## config.mk

```make
export PLATFORM = sky130hd
export DESIGN_NAME = frame_demux
export DESIGN_NICKNAME = d
export VERILOG_FILES = /design/src/rtl/frame_demux_pkg.sv /design/src/rtl/frame_demux_sym_fifo.sv /design/src/rtl/frame_demux.sv
export SDC_FILE = /design/constraint.sdc
export NUM_CORES = 1
export LEC_CHECK = 0
export CAP_MARGIN = 20
export CELL_PAD_IN_SITES_DETAIL_PLACEMENT = 0
export CELL_PAD_IN_SITES_GLOBAL_PLACEMENT = 1
export CORE_MARGIN = 2
export CORE_UTILIZATION = 50
export CTS_BUF_LIST = sky130_fd_sc_hd__clkbuf_16
export DETAILED_ROUTE_END_ITERATION = 6
export PLACE_DENSITY = 0.88
export SYNTH_ARGS = -nofsm -noshare
export SYNTH_HDL_FRONTEND = slang
export SYNTH_SLANG_ARGS = --single-unit
export TNS_END_PERCENT = 20
```

## constraint.sdc

```tcl
create_clock -name clk -period 3.1 [get_ports clk]
set_input_delay 0.62 -clock clk [delete_from_list [all_inputs] [get_ports clk]]
set_output_delay 0.62 -clock clk [all_outputs]
set_load 0.005 [all_outputs]
```

## src/rtl/frame_demux_pkg.sv

```systemverilog
// ---------------------------------------------------------------------------
// frame_demux_pkg
//   Shared definitions for the packet-framing demux.
//   - K-character codes of the recognised control set
//   - FSM state encoding of the framer
//   - FIFO entry layout {err, eop, sop, data[7:0]} (11 bits)
//   - classify(): maps a (k, value) symbol to a framing class
// ---------------------------------------------------------------------------
package frame_demux_pkg;

    // Recognised K-characters
    localparam logic [7:0] K_STP = 8'hFB;
    localparam logic [7:0] K_SDP = 8'h5C;
    localparam logic [7:0] K_END = 8'hFD;
    localparam logic [7:0] K_EDB = 8'hFE;
    localparam logic [7:0] K_SKP = 8'h1C;
    localparam logic [7:0] K_IDL = 8'h7C;
    localparam logic [7:0] K_FTS = 8'h3C;
    localparam logic [7:0] K_COM = 8'hBC;

    typedef enum logic [1:0] {
        ST_IDLE = 2'd0,
        ST_PKT  = 2'd1,
        ST_OSET = 2'd2
    } state_t;

    // One FIFO word; err is the most significant bit
    typedef struct packed {
        logic       err;
        logic       eop;
        logic       sop;
        logic [7:0] data;
    } entry_t;

    localparam int ENTRY_W = $bits(entry_t);

    // Framing class of an incoming symbol
    typedef enum logic [2:0] {
        SYM_DATA  = 3'd0,   // k=0
        SYM_START = 3'd1,   // STP or SDP
        SYM_END   = 3'd2,   // END
        SYM_EDB   = 3'd3,   // EDB (end, bad)
        SYM_COM   = 3'd4,   // COM (ordered-set lead)
        SYM_FILL  = 3'd5,   // SKP / IDL / FTS
        SYM_BADK  = 3'd6    // K value outside the control set
    } sym_class_t;

    function automatic sym_class_t classify(input logic is_k, input logic [7:0] sym);
        sym_class_t c;
        if (!is_k) begin
            c = SYM_DATA;
        end else begin
            case (sym)
                K_STP, K_SDP:        c = SYM_START;
                K_END:               c = SYM_END;
                K_EDB:               c = SYM_EDB;
                K_COM:               c = SYM_COM;
                K_SKP, K_IDL, K_FTS: c = SYM_FILL;
                default:             c = SYM_BADK;
            endcase
        end
        return c;
    endfunction

endpackage

```

## src/rtl/frame_demux_sym_fifo.sv

```systemverilog
// ---------------------------------------------------------------------------
// sym_fifo
//   Synchronous show-ahead FIFO. The head entry is presented on 'head'
//   whenever 'valid' is high; an entry written at edge M is visible right
//   after edge M. Push and pop in the same cycle are both honoured, also
//   when full.
//
//   Ports
//     clk, reset       clock, asynchronous active-high reset
//     push, push_data  write request and word
//     pop              read request (effective only while valid)
//     head             head word (all zero while empty)
//     valid            FIFO non-empty (registered)
//     full             FIFO holds DEPTH entries (registered)
//     accept           combinational: this cycle's push is stored
//     drop             registered one-cycle pulse: a push was lost
// ---------------------------------------------------------------------------
module sym_fifo #(
    parameter int DEPTH = 8,
    parameter int WIDTH = 11
) (
    input  logic             clk,
    input  logic             reset,
    input  logic             push,
    input  logic [WIDTH-1:0] push_data,
    input  logic             pop,
    output logic [WIDTH-1:0] head,
    output logic             valid,
    output logic             full,
    output logic             accept,
    output logic             drop
);

    localparam int AW = $clog2(DEPTH);

    logic [WIDTH-1:0] mem [DEPTH];
    logic [AW-1:0]    wr_ptr_reg, rd_ptr_reg;
    logic [AW:0]      count_reg, count_next;
    logic             valid_reg, full_reg, drop_reg;
    logic             do_pop, do_push;

    assign do_pop  = pop & valid_reg;
    // A pop in the same cycle frees the slot the push needs
    assign do_push = push & (~full_reg | do_pop);

    always_comb begin
        count_next = count_reg;
        case ({do_push, do_pop})
            2'b10:   count_next = count_reg + (AW+1)'(1);
            2'b01:   count_next = count_reg - (AW+1)'(1);
            default: count_next = count_reg;
        endcase
    end

    always_ff @(posedge clk or posedge reset) begin
        if (reset) begin
            wr_ptr_reg <= '0;
            rd_ptr_reg <= '0;
            count_reg  <= '0;
            valid_reg  <= 1'b0;
            full_reg   <= 1'b0;
            drop_reg   <= 1'b0;
        end else begin
            if (do_push) wr_ptr_reg <= wr_ptr_reg + AW'(1);
            if (do_pop)  rd_ptr_reg <= rd_ptr_reg + AW'(1);
            count_reg <= count_next;
            // Flags are registered from the next occupancy so they line up
            // with count_reg without a decode path on the outputs
            valid_reg <= (count_next != '0);
            full_reg  <= (count_next == (AW+1)'(DEPTH));
            drop_reg  <= push & ~do_push;
        end
    end

    // Storage carries no reset; stale words are masked by the valid gate
    always_ff @(posedge clk) begin
        if (do_push) mem[wr_ptr_reg] <= push_data;
    end

    assign head   = valid_reg ? mem[rd_ptr_reg] : '0;
    assign valid  = valid_reg;
    assign full   = full_reg;
    assign accept = do_push;
    assign drop   = drop_reg;

endmodule

```

## src/rtl/frame_demux.sv

```systemverilog
// ---------------------------------------------------------------------------
// frame_demux
//   Packet framer between the symbol decoder and the packet layer. Tracks
//   STP/SDP ... END/EDB framing and COM-led ordered sets, strips control
//   symbols and queues packet bytes with sop/eop/err markers in a show-ahead
//   FIFO with ready/valid backpressure.
//
//   Each data byte is held one symbol in 'pend' so the following symbol can
//   decide whether it is the last byte of the packet.
//
//   Optional feature: define STATS_EN to add saturating pkt_count/err_count.
//
//   Ports
//     clk, reset                     clock, asynchronous active-high reset
//     valid_in, k_in, data_in        incoming symbol
//     ready_in                       downstream accepts FIFO head
//     valid_out, data_out            FIFO head
//     sop_out, eop_out, err_out      head markers (qualified by valid_out)
//     control                        last recognised control symbol
//     fifo_full                      FIFO holds DEPTH entries
//     drop                           one-cycle pulse: entry lost to overflow
//     pkt_count, err_count           (STATS_EN) eop / errored-eop pushes
// ---------------------------------------------------------------------------
module frame_demux
    import frame_demux_pkg::*;
#(
    parameter int DEPTH = 8,
    parameter int CNT_W = 16
) (
    input  logic             clk,
    input  logic             reset,
    input  logic             valid_in,
    input  logic             k_in,
    input  logic [7:0]       data_in,
    input  logic             ready_in,
    output logic             valid_out,
    output logic [7:0]       data_out,
    output logic             sop_out,
    output logic             eop_out,
    output logic             err_out,
    output logic [7:0]       control,
    output logic             fifo_full,
    output logic             drop
`ifdef STATS_EN
    ,
    output logic [CNT_W-1:0] pkt_count,
    output logic [CNT_W-1:0] err_count
`endif
);

    // Elaboration-time parameter sanity
    if (DEPTH < 2 || (DEPTH & (DEPTH - 1)) != 0) begin : g_bad_depth
        $error("frame_demux: DEPTH must be a power of two >= 2");
    end
    if (CNT_W < 1) begin : g_bad_cnt_w
        $error("frame_demux: CNT_W must be >= 1");
    end

    sym_class_t sym;
    state_t     state_reg, state_next;
    logic       pend_valid_reg, pend_valid_next;
    logic [7:0] pend_data_reg, pend_data_next;
    logic       pend_sop_reg, pend_sop_next;
    logic       sop_arm_reg, sop_arm_next;
    logic       ovf_reg, ovf_next;
    logic [7:0] control_reg;

    logic       push, push_eop, push_err;
    logic       fifo_accept;
    entry_t     push_entry, head_entry;

    assign sym = classify(k_in, data_in);

    // -----------------------------------------------------------------------
    // Framing FSM: state register
    // -----------------------------------------------------------------------
    always_ff @(posedge clk or posedge reset) begin
        if (reset) begin
            state_reg      <= ST_IDLE;
            pend_valid_reg <= 1'b0;
            pend_data_reg  <= '0;
            pend_sop_reg   <= 1'b0;
            sop_arm_reg    <= 1'b0;
            ovf_reg        <= 1'b0;
            control_reg    <= '0;
        end else begin
            state_reg      <= state_next;
            pend_valid_reg <= pend_valid_next;
            pend_data_reg  <= pend_data_next;
            pend_sop_reg   <= pend_sop_next;
            sop_arm_reg    <= sop_arm_next;
            ovf_reg        <= ovf_next;
            if (valid_in && k_in && sym != SYM_BADK) control_reg <= data_in;
        end
    end

    // -----------------------------------------------------------------------
    // Framing FSM: next state and push request
    // -----------------------------------------------------------------------
    always_comb begin
        state_next      = state_reg;
        pend_valid_next = pend_valid_reg;
        pend_data_next  = pend_data_reg;
        pend_sop_next   = pend_sop_reg;
        sop_arm_next    = sop_arm_reg;
        push            = 1'b0;
        push_eop        = 1'b0;
        push_err        = 1'b0;

        if (valid_in) begin
            case (state_reg)
                ST_IDLE: begin
                    case (sym)
                        SYM_START: begin
                            state_next   = ST_PKT;
                            sop_arm_next = 1'b1;
                        end
                        SYM_COM:  state_next = ST_OSET;
                        default:  state_next = ST_IDLE;
                    endcase
                end

                ST_PKT: begin
                    case (sym)
                        SYM_DATA: begin
                            // Previous byte is known not to be last
                            push            = pend_valid_reg;
                            pend_valid_next = 1'b1;
                            pend_data_next  = data_in;
                            pend_sop_next   = sop_arm_reg;
                            sop_arm_next    = 1'b0;
                        end
                        SYM_END: begin
                            push            = pend_valid_reg;
                            push_eop        = 1'b1;
                            pend_valid_next = 1'b0;
                            state_next      = ST_IDLE;
                        end
                        default: begin
                            // EDB, or any framing violation: close the packet bad
                            push            = pend_valid_reg;
                            push_eop        = 1'b1;
                            push_err        = 1'b1;
                            pend_valid_next = 1'b0;
                            case (sym)
                                SYM_START: begin
                                    state_next   = ST_PKT;
                                    sop_arm_next = 1'b1;
                                end
                                SYM_COM:  state_next = ST_OSET;
                                default:  state_next = ST_IDLE;
                            endcase
                        end
                    endcase
                end

                ST_OSET: begin
                    case (sym)
                        SYM_COM, SYM_FILL: state_next = ST_OSET;
                        SYM_START: begin
                            state_next   = ST_PKT;
                            sop_arm_next = 1'b1;
                        end
                        default:           state_next = ST_IDLE;
                    endcase
                end

                default: state_next = ST_IDLE;
            endcase
        end
    end

    // -----------------------------------------------------------------------
    // Overflow tracking: once an entry is lost, the next stored eop entry is
    // marked bad so the packet layer discards the damaged packet.
    // -----------------------------------------------------------------------
    always_comb begin
        ovf_next = ovf_reg;
        if (push && !fifo_accept) begin
            ovf_next = 1'b1;
        end else if (fifo_accept && push_eop) begin
            ovf_next = 1'b0;
        end
    end

    assign push_entry.err  = push_err | (push_eop & ovf_reg);
    assign push_entry.eop  = push_eop;
    assign push_entry.sop  = pend_sop_reg;
    assign push_entry.data = pend_data_reg;

    sym_fifo #(
        .DEPTH (DEPTH),
        .WIDTH (ENTRY_W)
    ) u_fifo (
        .clk       (clk),
        .reset     (reset),
        .push      (push),
        .push_data (push_entry),
        .pop       (ready_in),
        .head      (head_entry),
        .valid     (valid_out),
        .full      (fifo_full),
        .accept    (fifo_accept),
        .drop      (drop)
    );

    assign data_out = head_entry.data;
    assign sop_out  = head_entry.sop;
    assign eop_out  = head_entry.eop;
    assign err_out  = head_entry.err;
    assign control  = control_reg;

`ifdef STATS_EN
    // -----------------------------------------------------------------------
    // Saturating statistics over stored eop entries
    // -----------------------------------------------------------------------
    logic [CNT_W-1:0] pkt_count_reg, err_count_reg;

    always_ff @(posedge clk or posedge reset) begin
        if (reset) begin
            pkt_count_reg <= '0;
            err_count_reg <= '0;
        end else if (fifo_accept && push_eop) begin
            if (pkt_count_reg != '1) pkt_count_reg <= pkt_count_reg + CNT_W'(1);
            if (push_entry.err && err_count_reg != '1)
                err_count_reg <= err_count_reg + CNT_W'(1);
        end
    end

    assign pkt_count = pkt_count_reg;
    assign err_count = err_count_reg;
`endif

endmodule
```

# Word-level counts from Yosys, hierarchy flattened
# Memory sizes are Yosys's and may differ from the RTL's.
# Cells that the tools add are included.
[classes] bitwise=8 order_cmp=0 mux=24 shifts=0 n_eq_ne=20 n_reduce_logical=19 n_addsub=4 div=0 multipliers=0
[op_table] cell="$eq 8x8->1 const B" count=4
[op_table] cell="$eq 8x7->1 const B" count=2
[op_table] cell="$pmux 3 s5" count=1
[op_table] cell="$mux 1" count=14
[op_table] cell="$pmux 2 s2" count=3
[op_table] cell="$mux 11" count=1
[op_table] cell="$eq 8x5->1 const B" count=1
[op_table] cell="$eq 8x6->1 const B" count=1
[op_table] cell="$pmux 4 s2" count=1
[op_table] cell="$reduce_or 2->1" count=4
[op_table] cell="$add 3x1->3 const B" count=2
[op_table] cell="$eq 3x3->1 const B" count=2
[op_table] cell="$pmux 2 s3" count=1
[op_table] cell="$reduce_and 3->1" count=2
[op_table] cell="$add 4x1->4 const B" count=1
[op_table] cell="$and 1x1->1" count=4
[op_table] cell="$eq 2x1->1 const B" count=2
[op_table] cell="$eq 2x2->1 const B" count=2
[op_table] cell="$eq 4x4->1 const B" count=1
[op_table] cell="$logic_and 1x1->1" count=4
[op_table] cell="$ne 2x2->1 const B" count=2
[op_table] cell="$pmux 1 s2" count=2
[op_table] cell="$reduce_and 2->1" count=2
[op_table] cell="$reduce_bool 2->1" count=2
[op_table] cell="other kinds (12)" count=14
[totals] input_bits=13 ram_bits=88 latch_bits=0 word_cells=89 romBits=0 n_memories=1 regBits=35
[mem_list] name="u_fifo.mem" words=8 word_bits=11 read_ports=1 rd_ports_with_merged_regs=0 write_ports=1 line_no="frame_demux_sym_fifo.sv:36" source="logic [WIDTH-1:0] mem [DEPTH];"

# Depth between registers and ports, before layout
# Gate-level depths: netlist of the first run.
[depth] depth_word=11 ltp_mapped=12 mapped_depth_nobuf=12

# By module
# From an unflattened synthesis of the first run, not the netlist that was laid out.
[unflattened] cells_unflattened=307 area_unflattened_um2=5210.0
[modules_own_cells] module="sym_fifo" cells_per_inst=210 n_inst=1 area_each_um2=4125.2
[modules_own_cells] module="frame_demux" cells_per_inst=97 n_inst=1 area_each_um2=1084.8

# Least setup slack after synthesis of the first run
# OpenSTA, ideal clock, no wires.
[synth_path] path_type="input port to flip-flop" start="input ready_in" end="register u_fifo.full_reg, in the netlist u_fifo.full" t_arrival_ns=2.583 slack_ns=0.392 setup_ns=0.125 stages=10 n_path_buf=0 required_ns=2.975 cell_sequence="nand2_1 a21oi_1 inv_1 ha_1 ha_1 a21o_1 a21oi_1 xnor2_1 nand2b_1 mux2_2"
[synth_between] elab_chain_cells=6
[synth_rtl] item="from (decl)" line_no="frame_demux.sv:35" source="input logic ready_in,"
[synth_rtl] item="$and 1x1->1 (*)" line_no="frame_demux_sym_fifo.sv:42" source="assign do_pop = pop & valid_reg;"
[synth_rtl] item="$or 1x1->1" line_no="frame_demux_sym_fifo.sv:44" source="assign do_push = push & (~full_reg | do_pop);"
[synth_rtl] item="$and 1x1->1" line_no="frame_demux_sym_fifo.sv:44"
[synth_rtl] item="$eq 2x1->1 or $eq 2x2->1 (tied branches)" line_no="frame_demux_sym_fifo.sv:48" source="case ({do_push, do_pop})"
[synth_rtl] item="$pmux 4 s2 (*)" line_no="frame_demux_sym_fifo.sv:48"
[synth_rtl] item="$eq 4x4->1 (*)" line_no="frame_demux_sym_fifo.sv:70" source="full_reg <= (count_next == (AW+1)'(DEPTH));"
[synth_rtl] item="to (signal assigned)" line_no="frame_demux_sym_fifo.sv:70"
[synth_rtl] item="to (decl)" line_no="frame_demux_sym_fifo.sv:39" source="logic valid_reg, full_reg, drop_reg;"
# Every way passes the cells marked *; elsewhere a longest branch is shown, timed or not.
# A chain may end at the register's enable or synchronous reset.

# Worst setup path after layout of the first run
[layout_path] start="register u_fifo.rd_ptr_reg[0]" end="output eop_out"
[layout_between] elab_chain_cells=2
[layout_rtl] item="from (decl)" line_no="frame_demux_sym_fifo.sv:37" source="logic [AW-1:0] wr_ptr_reg, rd_ptr_reg;"
[layout_rtl] item="from (signal assigned)" line_no="frame_demux_sym_fifo.sv:65" source="if (do_pop) rd_ptr_reg <= rd_ptr_reg + AW'(1);"
[layout_rtl] item="$mem_v2 8x11"
[layout_rtl] item="$mux 11" line_no="frame_demux_sym_fifo.sv:80" source="assign head = valid_reg ? mem[rd_ptr_reg] : '0;"
[layout_rtl] item="to (decl)" line_no="frame_demux.sv:39" source="output logic eop_out,"
# No other way between the ends.

==> impl_metrics.csv, run 1 <==
group,metric,value,unit
outcome,status,"finished, final reports clean",
timing,setup_violations,0,
drt,drt_wl_total,10.1,mm
timing,slew_headroom,0.650,
placed_design,hpwlAfterDp,6.03,mm
power_and_ir_drop,power.share.clock,0.376,
setup_path,crit_fanout,24,
global_routing,grt_max_degree,36,
synth,async_flop_share,0.285,
global_routing,gr-usage-met2,0.333,
synth,synth_nets,310,
synth,synthCells,291,
clock_tree,cts_setup_buffers,0,
clock_tree,cts_max_level,4,
synth,synth_top_cells_by_count,"edfxtp_1, dfrtp_1, mux4_2",
synth,yosysMostFrequentCell,"edfxtp_1",
drt,via_count,2759,
drt,antenna_left,0,
finish,fillerInstances,713,
clock_tree,cts_buffers,17,
timing,fin_crit_sh,0.944,
drt,routedWlPerCell,20.0,um
global_routing,grt_pass1_wl,15.8,mm
placed_design,io_buffers,34,
synth,synth_edf_count,88,
power_and_ir_drop,p_int,3.75,mW
placed_design,placedCellCount,471,
floorplanning,core-area,10100,um2
clock_tree,insertion_delay,0.41,ns
power_and_ir_drop,p_per_area,797,nW/um2
global_routing,grt.total_usage,0.196,
setup_path,rr_worst_depth,11,
synth,yosysUniqueCellTypes,39,
finish,drive_gt1_frac,0.278,
setup_path,required,2.48,ns
power_and_ir_drop,combPwrFrac,0.246,
finish,final_cells,503,
clock_tree,clkTransAtPathRegs,0.05,ns
clock_tree,clockRootBuffer,"clkbuf_16",
clock_tree,clk_path_buf_depth,2,
synth,ys_ff_latch,123,
global_routing,met1_usage,0.247,
floorplanning,die_w,105,um
clock_tree,cts_resized,0,
power_and_ir_drop,peakVddDrop,0.473,mV
worst_hold_path,hold_class,"reg2reg",
power_and_ir_drop,switching_share,0.258,
finish,nNetsFinal,373,
global_routing,gr-usage-met3,0.0563,
setup_path,worstPathArrival,2.31,ns
floorplanning,chipHeight,105,um
synth,synthFlopType,"edfxtp_1",
synth,syn-mean-instance-area,17.7,um2
drt,post-route-drc-count,0,
timing,setup_tns,0,ns
worst_hold_path,hold_depth,1,
timing,rsz0062_at_grt,"no",
timing,finalMaxSlewViolations,0,
global_routing,grt_pass1_vias,2914,
synth,synth_seq_area_share,0.684,
power_and_ir_drop,switchingPower,1.30,mW
synth,synth_top_area_share,0.513,
placed_design,gp_congestion,0.768,
drt,drt_iter0_markers,172,
synth,synth_area_leaders,"edfxtp_1, dfrtp_1, mux4_2",
placed_design,pre_cts_ws,0.0193,ns
timing,layout_min_cycle_time,2.93,ns
floorplanning,start_util,0.508,
power_and_ir_drop,p_seq_frac,0.378,
timing,fmax,342,MHz
floorplanning,dieArea,11100,um2
synth,syn_area,5150,um2
timing,worst_slack,0.172,ns
clock_tree,cts.sinks,123,
finish,largest_register_ffs,88,
timing,worstMarginPinSlew,0.525,ns
global_routing,grt_most_used_layer,"met2",
timing,clock_skew,0.0115,ns
setup_path,crit_type,"reg2out",
timing,hold_viol_final,0,
floorplanning,ios,35,
finish,antenna_cells,0,
setup_path,crit_path_start_kind,"register",
floorplanning,rows,37,
clock_tree,cts_tree,"yes",
synth,synth_warnings,0,
run,cap_violations,0,
power_and_ir_drop,p_leak,2.50,nW
setup_path,cp-end-kind,"output pin",
synth,yosysTopAreaCell,"edfxtp_1",
drt,viasPerCell,5.49,
global_routing,antenna_found_initial,0,
global_routing,grt_overflow,0,
finish,area_delta_synth_final,23.1,%
clock_tree,postCtsHoldBufs,0,
drt,dr.pass1.iters,4,
per-layer routing:
| metal | wire, um | vias to the layer above | part of all wire |
|---|---|---|---|
| met1 | 4150 | 1412 | 0.41 |
| met4 | 42 | 0 | 0.0042 |
| li1 | - | 1245 | - |
| met2 | 5360 | 96 | 0.53 |
| met5 | 0 | - | 0 |
| met3 | 503 | 6 | 0.050 |
power by group through the flow:
| stage | Sequential [mW] | Clock [mW] | Combinational [mW] |
|---|---|---|---|
| 6_report | 1.91 | 1.90 | 1.25 |
| 5_1_grt | 1.92 | 2.00 | 1.35 |
| 4_1_cts | 1.91 | 1.93 | 1.27 |
| 3_5_place_dp | 1.94 | 0 | 1.26 |
| 3_3_place_gp | 1.94 | 0 | 1.23 |
| 2_1_floorplan | 1.94 | 0 | 0.777 |
final cells by class:
type	count	area [um2]	area share
Clock buffer	17	425	0.0671
Clock inverter	15	154	0.0243
Inverter	13	48.8	0.00770
Multi-Input combinational cell	146	1530	0.241
Sequential cell	123	3520	0.555
Tap cell	136	170	0.0268
Timing Repair Buffer	53	495	0.0782
critical path, stage by stage, from the launching register on:
cell and delay (ns):
dfrtp_1 0.37, buf_12 0.23, mux4_2 0.54, mux2i_1 0.24
nor2b_1 0.08, clkdlybuf4s50_1 0.44
cells in the final DEF, fill, tap and decap left out, types with 2 or more instances in the layout:
master / Yosys / layout
buf_4: 0 / 18
xor2_1: 2 / 2
a21oi_1: 4 / 4
nor3_1: 4 / 4
nand2b_1: 4 / 4
nand4_1: 4 / 4
edfxtp_1: 88 / 88
mux2_2: 13 / 13
mux4_2: 22 / 22
clkinv_2: 0 / 3
clkdlybuf4s50_1: 0 / 34
clkinv_4: 0 / 5
inv_1: 13 / 14
dfrtp_1: 35 / 35
nor2_1: 12 / 12
mux2_4: 6 / 6
clkbuf_16: 0 / 17
nor2b_1: 12 / 12
ha_1: 5 / 5
a21o_1: 6 / 6
o21ai_0: 4 / 4
nand2_1: 10 / 10
nand3_1: 2 / 2
or2_2: 2 / 2
mux2i_1: 13 / 13
bufinv_16: 0 / 2
clkinvlp_4: 0 / 3
xnor2_1: 7 / 7
logic make-up (layout without fill, tap and decap cells):
kind of cell	count (synthesis)	count (layout)	synth area share
XOR/XNOR	9	9	0.0153
AND/OR/NAND/NOR	56	56	0.0651
multiplexers	54	54	0.167
AO/OA/AOI/OAI	21	21	0.0326
buffers and inverters	22	98	0.0199
adder cells (fa/ha/maj)	6	6	0.0160
flip-flops	123	123	0.684
worst paths after layout:
| check | startpoint | to | slack (ns) |
|---|---|---|---|
| setup / recovery | u_fifo.rd_ptr_reg[0]$_DFFE_PP0P_ | eop_out | 0.17 |
| hold / removal | control[3]$_DFFE_PP0P_ | control[3]$_DFFE_PP0P_ | 0.48 |
| setup reg to reg | state_reg[1]$_DFFE_PP0P_ | u_fifo.full$_DFF_PP0_ | 0.51 |
| hold reg to reg | control[3]$_DFFE_PP0P_ | control[3]$_DFFE_PP0P_ | 0.48 |
| max in group asynchronous | reset | control[2]$_DFFE_PP0P_ | 2.16 |
| min in group asynchronous | reset | u_fifo.count_reg[1]$_DFF_PP0_ | 0.61 |
per-stage QoR:
step	utilization	hold slack (ns)	instance area [um2]	total power [mW]
6_report	0.625	0.479	6340	5.05
5_1_grt	0.625	0.490	6340	5.27
4_1_cts	0.625	0.483	6340	5.11
3_5_place_dp	0.568	0.463	5760	3.20
3_3_place_gp	0.568	0.455	5760	3.16
2_1_floorplan	-	0.451	5150	2.72
Note: power is estimated with default switching activity, not from simulation.
==> run 2, diff against run 1 <==
--- a/config.mk
+++ b/config.mk
@@ -5,7 +5,7 @@
 export SDC_FILE = /design/constraint.sdc
 export NUM_CORES = 1
 export LEC_CHECK = 0
-export CAP_MARGIN = 20
+export CAP_MARGIN = 15
 export CELL_PAD_IN_SITES_DETAIL_PLACEMENT = 0
 export CELL_PAD_IN_SITES_GLOBAL_PLACEMENT = 1
 export CORE_MARGIN = 2
@@ -13,6 +13,7 @@
 export CTS_BUF_LIST = sky130_fd_sc_hd__clkbuf_16
 export DETAILED_ROUTE_END_ITERATION = 6
 export PLACE_DENSITY = 0.88
+export RECOVER_POWER = 50
 export SYNTH_ARGS = -nofsm -noshare
 export SYNTH_HDL_FRONTEND = slang
 export SYNTH_SLANG_ARGS = --single-unit
==> run 2 against run 1 <==
Effect of this change: the run now ends with max-capacitance violations, max-slew violations left; via count is 0.18% lower; sequential power hardly changed; first-iteration DRC count is 1.2% lower; cell count stayed put; combinational power hardly changed; maximum frequency hardly changed; worst setup slack worse by 0.0026 ns.
==> impl_metrics.csv, run 2 (synthesis results as in run 1) <==
group,metric,value,unit
outcome,status,"finished with violations",
outcome,violations,"max-capacitance violations, max-slew violations",
drt,antenna_left,0,
floorplanning,core-area,10100,um2
timing,hold_ws,0.472,ns
clock_tree,postCtsHoldBufs,0,
drt,post-route-drc-count,0,
power_and_ir_drop,finalPower,5.04,mW
setup_path,worstPathArrival,2.31,ns
power_and_ir_drop,combPwrFrac,0.244,
global_routing,met1_usage,0.247,
drt,via_count,2754,
power_and_ir_drop,p_per_area,797,nW/um2
finish,ff_latch_area,3520,um2
timing,clock_skew,0.0146,ns
setup_path,r2r_slack,0.51,ns
placed_design,hpwlAfterDp,6.03,mm
global_routing,gr-usage-met2,0.333,
global_routing,grt.total_usage,0.196,
finish,fin_area,6320,um2
power_and_ir_drop,peakVddDrop,0.474,mV
clock_tree,cts.sinks,123,
drt,routedWlPerCell,20.0,um
clock_tree,cts_max_level,4,
setup_path,cp-end-kind,"output pin",
power_and_ir_drop,p_int,3.74,mW
global_routing,grt_pass1_wl,15.8,mm
drt,drt_wl_total,10.1,mm
global_routing,grt_pass1_vias,2914,
placed_design,pre_cts_ws,0.0193,ns
finish,drive_gt1_frac,0.267,
setup_path,required,2.48,ns
clock_tree,cts_tree,"yes",
drt,viasPerCell,5.48,
timing,worst_slack,0.170,ns
floorplanning,dieArea,11100,um2
power_and_ir_drop,switchingPower,1.31,mW
placed_design,place_area,5760,um2
finish,antenna_cells,0,
drt,drt_iter0_markers,170,
finish,final_cells,503,
worst_hold_path,hold_class,"reg2reg",
setup_path,slowest_stage,"mux4_2",
power_and_ir_drop,switching_share,0.259,
drt,dr.pass1.iters,4,
clock_tree,cts_resized,0,
finish,fillerInstances,719,
floorplanning,die_w,105,um
finish,final_cell_mix,"edfxtp_1, dfrtp_1, mux4_2",
timing,finalMaxSlewViolations,36,
setup_path,slowest_delay,0.54,ns
placed_design,placedCellCount,471,
finish,area_delta_synth_final,22.9,%
floorplanning,chipHeight,105,um
finish,largest_register_ffs,88,
timing,layout_min_cycle_time,2.93,ns
timing,fin_crit_sh,0.945,
clock_tree,cts_buffers,17,
placed_design,gp_congestion,0.768,
run,cap_violations,1,
setup_path,crit_path_start_kind,"register",
global_routing,grt_max_degree,36,
setup_path,crit_type,"reg2out",
setup_path,crit_fanout,24,
clock_tree,insertion_delay,0.41,ns
global_routing,grt_most_used_layer,"met2",
global_routing,antenna_found_initial,0,
timing,fmax,341,MHz
timing,hold_viol_final,0,
power_and_ir_drop,power.share.clock,0.377,
setup_path,cp_cell_sequence,"buf_12 > mux4_2 > mux2i_1 > nor2b_1 > clkdlybuf4s50_1",
timing,rsz0062_at_grt,"no",
finish,nNetsFinal,373,
placed_design,io_buffers,34,
floorplanning,rows,37,
global_routing,gr-usage-met3,0.0563,
clock_tree,clkTransAtPathRegs,0.05,ns
clock_tree,cts_setup_buffers,0,
timing,setup_violations,0,
timing,setup_tns,0,ns
power_and_ir_drop,p_seq_frac,0.378,
finish,final_core_util,0.624,
power_and_ir_drop,p_leak,2.50,nW
finish,final_common_cell,"edfxtp_1",
global_routing,grt_overflow,0,
clock_tree,clockRootBuffer,"clkbuf_16",
timing,worstMarginPinSlew,1.90,ns
floorplanning,start_util,0.508,
finish,multiInputGateArea,1520,um2
clock_tree,clk_path_buf_depth,2,
timing,slew_headroom,-0.267,
floorplanning,ios,35,
-- run 2: cell count changes in the layout (fill, tap and decap cells not counted) --
cell and change:
nor2_2 -1, clkbuf_1 +3, buf_4 -3, dlygate4sd3_1 +13, nor2_1 +1, clkdlybuf4s50_1 -13
-- run 2: cell type report --
type,instances,area share
Inverter,13,0.00772
Tap cell,136,0.0269
Sequential cell,123,0.556
Clock inverter,15,0.0243
Timing Repair Buffer,53,0.0766
Clock buffer,17,0.0673
Multi-Input combinational cell,146,0.241
-- run 2: worst paths after layout --
kind,startpoint,end,depth (start not counted)
min reg2reg,control[3]$_DFFE_PP0P_,control[3]$_DFFE_PP0P_,1
max reg2reg,state_reg[1]$_DFFE_PP0P_,u_fifo.full$_DFF_PP0_,11
max in group asynchronous,reset,u_fifo.full$_DFF_PP0_,3
min,control[3]$_DFFE_PP0P_,control[3]$_DFFE_PP0P_,1
min in group asynchronous,reset,state_reg[1]$_DFFE_PP0P_,3
max,u_fifo.rd_ptr_reg[0]$_DFFE_PP0P_,eop_out,5
-- run 2: power by group through the flow --
stage	registers, mW	clock network, mW	logic [mW]
floorplan	1.94	0	0.777
global placement	1.94	0	1.23
detailed placement	1.94	0	1.26
CTS	1.91	1.93	1.27
global route	1.92	2.00	1.34
finish	1.91	1.90	1.23
-- run 2: worst max-delay path: cells and delay by family (launching register included) --
kind	cells	cell delay, ns
buffers and inverters	2	0.67
muxes	2	0.78
DFF	1	0.37
and+or+nand+nor	1	0.08
-- run 2: metal layers --
layer  routed length (um)  vias up  part of all wire
met3                  500        6             0.050
met5                    0        -                 0
met2                 5400       92              0.54
met1                 4120     1411              0.41
li1                     -     1245                 -
met4                   42        0            0.0042
==> run 3, diff against run 2 <==
--- a/config.mk
+++ b/config.mk
@@ -11,6 +11,7 @@
 export CORE_MARGIN = 2
 export CORE_UTILIZATION = 50
 export CTS_BUF_LIST = sky130_fd_sc_hd__clkbuf_16
+export CTS_CLUSTER_SIZE = 25
 export DETAILED_ROUTE_END_ITERATION = 6
 export PLACE_DENSITY = 0.88
 export RECOVER_POWER = 50
==> constraint.sdc (replaced) <==
create_clock -name clk -period 3.65 [get_ports clk]
set_input_delay 0.73 -clock clk [delete_from_list [all_inputs] [get_ports clk]]
set_output_delay 0.73 -clock clk [all_outputs]
set_load 0.005 [all_outputs]
==> run 3 against run 2 <==
Effect of this change: the flow still finishes with violations (max-capacitance violations, max-slew violations); global-route usage is 1.1 points lower; sequential share of layout area is 0.75 points higher; sequential cell count stayed put; critical endpoint is now data_out[0]; highest routed layer unchanged.
==> impl_metrics.csv, run 3 (synthesis results as in run 1) <==
group,metric,value,unit
finish,final_cells,497,
clock_tree,cts.sinks,123,
clock_tree,cts_setup_buffers,0,
setup_path,cp-end-kind,"output pin",
finish,final_core_util,0.616,
clock_tree,cts_tree,"yes",
placed_design,place_area,5700,um2
global_routing,grt_overflow,0,
timing,setup_violations,0,
clock_tree,clockRootBuffer,"clkbuf_16",
run,cap_violations,1,
power_and_ir_drop,finalPower,4.15,mW
finish,multiInputGateArea,1520,um2
finish,fillerInstances,700,
drt,drt_wl_total,9.41,mm
floorplanning,die_w,105,um
placed_design,io_buffers,34,
finish,drive_gt1_frac,0.255,
floorplanning,ios,35,
floorplanning,rows,37,
drt,dr.pass1.iters,4,
placed_design,hpwlAfterDp,5.78,mm
floorplanning,core-area,10100,um2
floorplanning,dieArea,11100,um2
timing,setup_tns,0,ns
finish,nNetsFinal,367,
finish,ff_latch_area,3520,um2
timing,layout_min_cycle_time,3.17,ns
drt,antenna_left,0,
timing,worst_slack,0.484,ns
timing,fmax,316,MHz
global_routing,met1_usage,0.239,
power_and_ir_drop,p_per_area,665,nW/um2
global_routing,grt_most_used_layer,"met2",
setup_path,crit_path_start_kind,"register",
clock_tree,insertion_delay,0.41,ns
timing,finalMaxSlewViolations,36,
global_routing,gr-usage-met3,0.0532,
global_routing,grt_max_degree,36,
timing,fin_crit_sh,0.867,
timing,slew_headroom,-0.226,
global_routing,antenna_found_initial,0,
placed_design,gp_congestion,0.814,
global_routing,grt_pass1_wl,15.0,mm
global_routing,gr-usage-met2,0.297,
placed_design,placedCellCount,465,
outcome,status,"finished with violations",
clock_tree,cts_buffers,17,
drt,drt_iter0_markers,129,
timing,hold_viol_final,0,
power_and_ir_drop,peakVddDrop,0.356,mV
timing,rsz0062_at_grt,"no",
outcome,violations,"max-capacitance violations, max-slew violations",
floorplanning,start_util,0.508,
drt,viasPerCell,5.44,
setup_path,worstPathArrival,2.44,ns
clock_tree,cts_resized,0,
timing,hold_ws,0.466,ns
clock_tree,clk_path_buf_depth,2,
worst_hold_path,hold_class,"reg2reg",
placed_design,pre_cts_ws,0.284,ns
setup_path,crit_type,"reg2out",
finish,final_cell_mix,"edfxtp_1, dfrtp_1, mux4_2, clkdlybuf4s50_1, clkbuf_16",
timing,worstMarginPinSlew,1.84,ns
power_and_ir_drop,p_leak,2.46,nW
timing,clock_skew,0.0110,ns
finish,final_common_cell,"edfxtp_1",
finish,largest_register_ffs,88,
clock_tree,postCtsHoldBufs,0,
drt,routedWlPerCell,18.9,um
drt,via_count,2706,
setup_path,required,2.92,ns
finish,fin_area,6240,um2
finish,antenna_cells,0,
global_routing,grt_pass1_vias,2816,
setup_path,slowest_stage,"mux4_2",
global_routing,grt.total_usage,0.185,
floorplanning,chipHeight,105,um
finish,area_delta_synth_final,21.2,%
drt,post-route-drc-count,0,
setup_path,crit_fanout,24,
setup_path,slowest_delay,0.58,ns
clock_tree,cts_max_level,4,
clock_tree,clkTransAtPathRegs,0.05,ns
setup_path,cp_cell_sequence,"buf_4 > mux4_2 > mux2i_1 > nor2b_1 > clkdlybuf4s50_1",
-- run 3: cell types whose count changed in the layout (fill, tap and decap cells not counted) --
cell	delta
buf_4	-5
dlygate4sd3_1	-1
clkdlybuf4s50_1	+1
inv_6	+1
clkinv_2	+1
clkinvlp_4	+1
bufinv_16	-1
buf_12	-1
clkinv_4	-2
-- run 3: layer usage --
layer | wire, um | part of all wire
met5 | 0 | 0
met3 | 461 | 0.049
met4 | 79 | 0.0084
met2 | 4840 | 0.51
met1 | 4030 | 0.43
-- run 3: layout make-up --
| class | instances | area share |
|---|---|---|
| Sequential cell | 123 | 0.564 |
| Clock buffer | 17 | 0.0682 |
| Tap cell | 136 | 0.0273 |
| Clock inverter | 15 | 0.0204 |
| Inverter | 13 | 0.00782 |
| Timing Repair Buffer | 47 | 0.0684 |
| Multi-Input combinational cell | 146 | 0.244 |
-- run 3: final timing paths --
check | slack [ns] | endpoint | cells after the start | start
worst max-delay path | 0.48 | data_out[0] | 5 | u_fifo.rd_ptr_reg[0]$_DFFE_PP0P_
max in group asynchronous | 1.17 | pend_data_reg[4]$_DFFE_PP0P_ | 3 | reset
worst min-delay path | 0.47 | control[3]$_DFFE_PP0P_ | 1 | control[3]$_DFFE_PP0P_
worst max register to register | 0.93 | u_fifo.full$_DFF_PP0_ | 10 | u_fifo.valid$_DFF_PP0_
min in group asynchronous | 1.42 | u_fifo.valid$_DFF_PP0_ | 3 | reset
worst min register to register | 0.47 | control[3]$_DFFE_PP0P_ | 1 | control[3]$_DFFE_PP0P_
-- run 3: critical path, delay by kind of cell, from the launching register on --
family | cells | cell delay, ns
and+or+nand+nor | 1 | 0.07
muxes | 2 | 0.77
buffers and inverters | 2 | 0.87
DFF | 1 | 0.32
-- run 3: power breakdown --
part           internal (mW)  switching (mW)
Sequential              1.57          0.0915
Combinational          0.572           0.386
Clock                  0.932           0.597
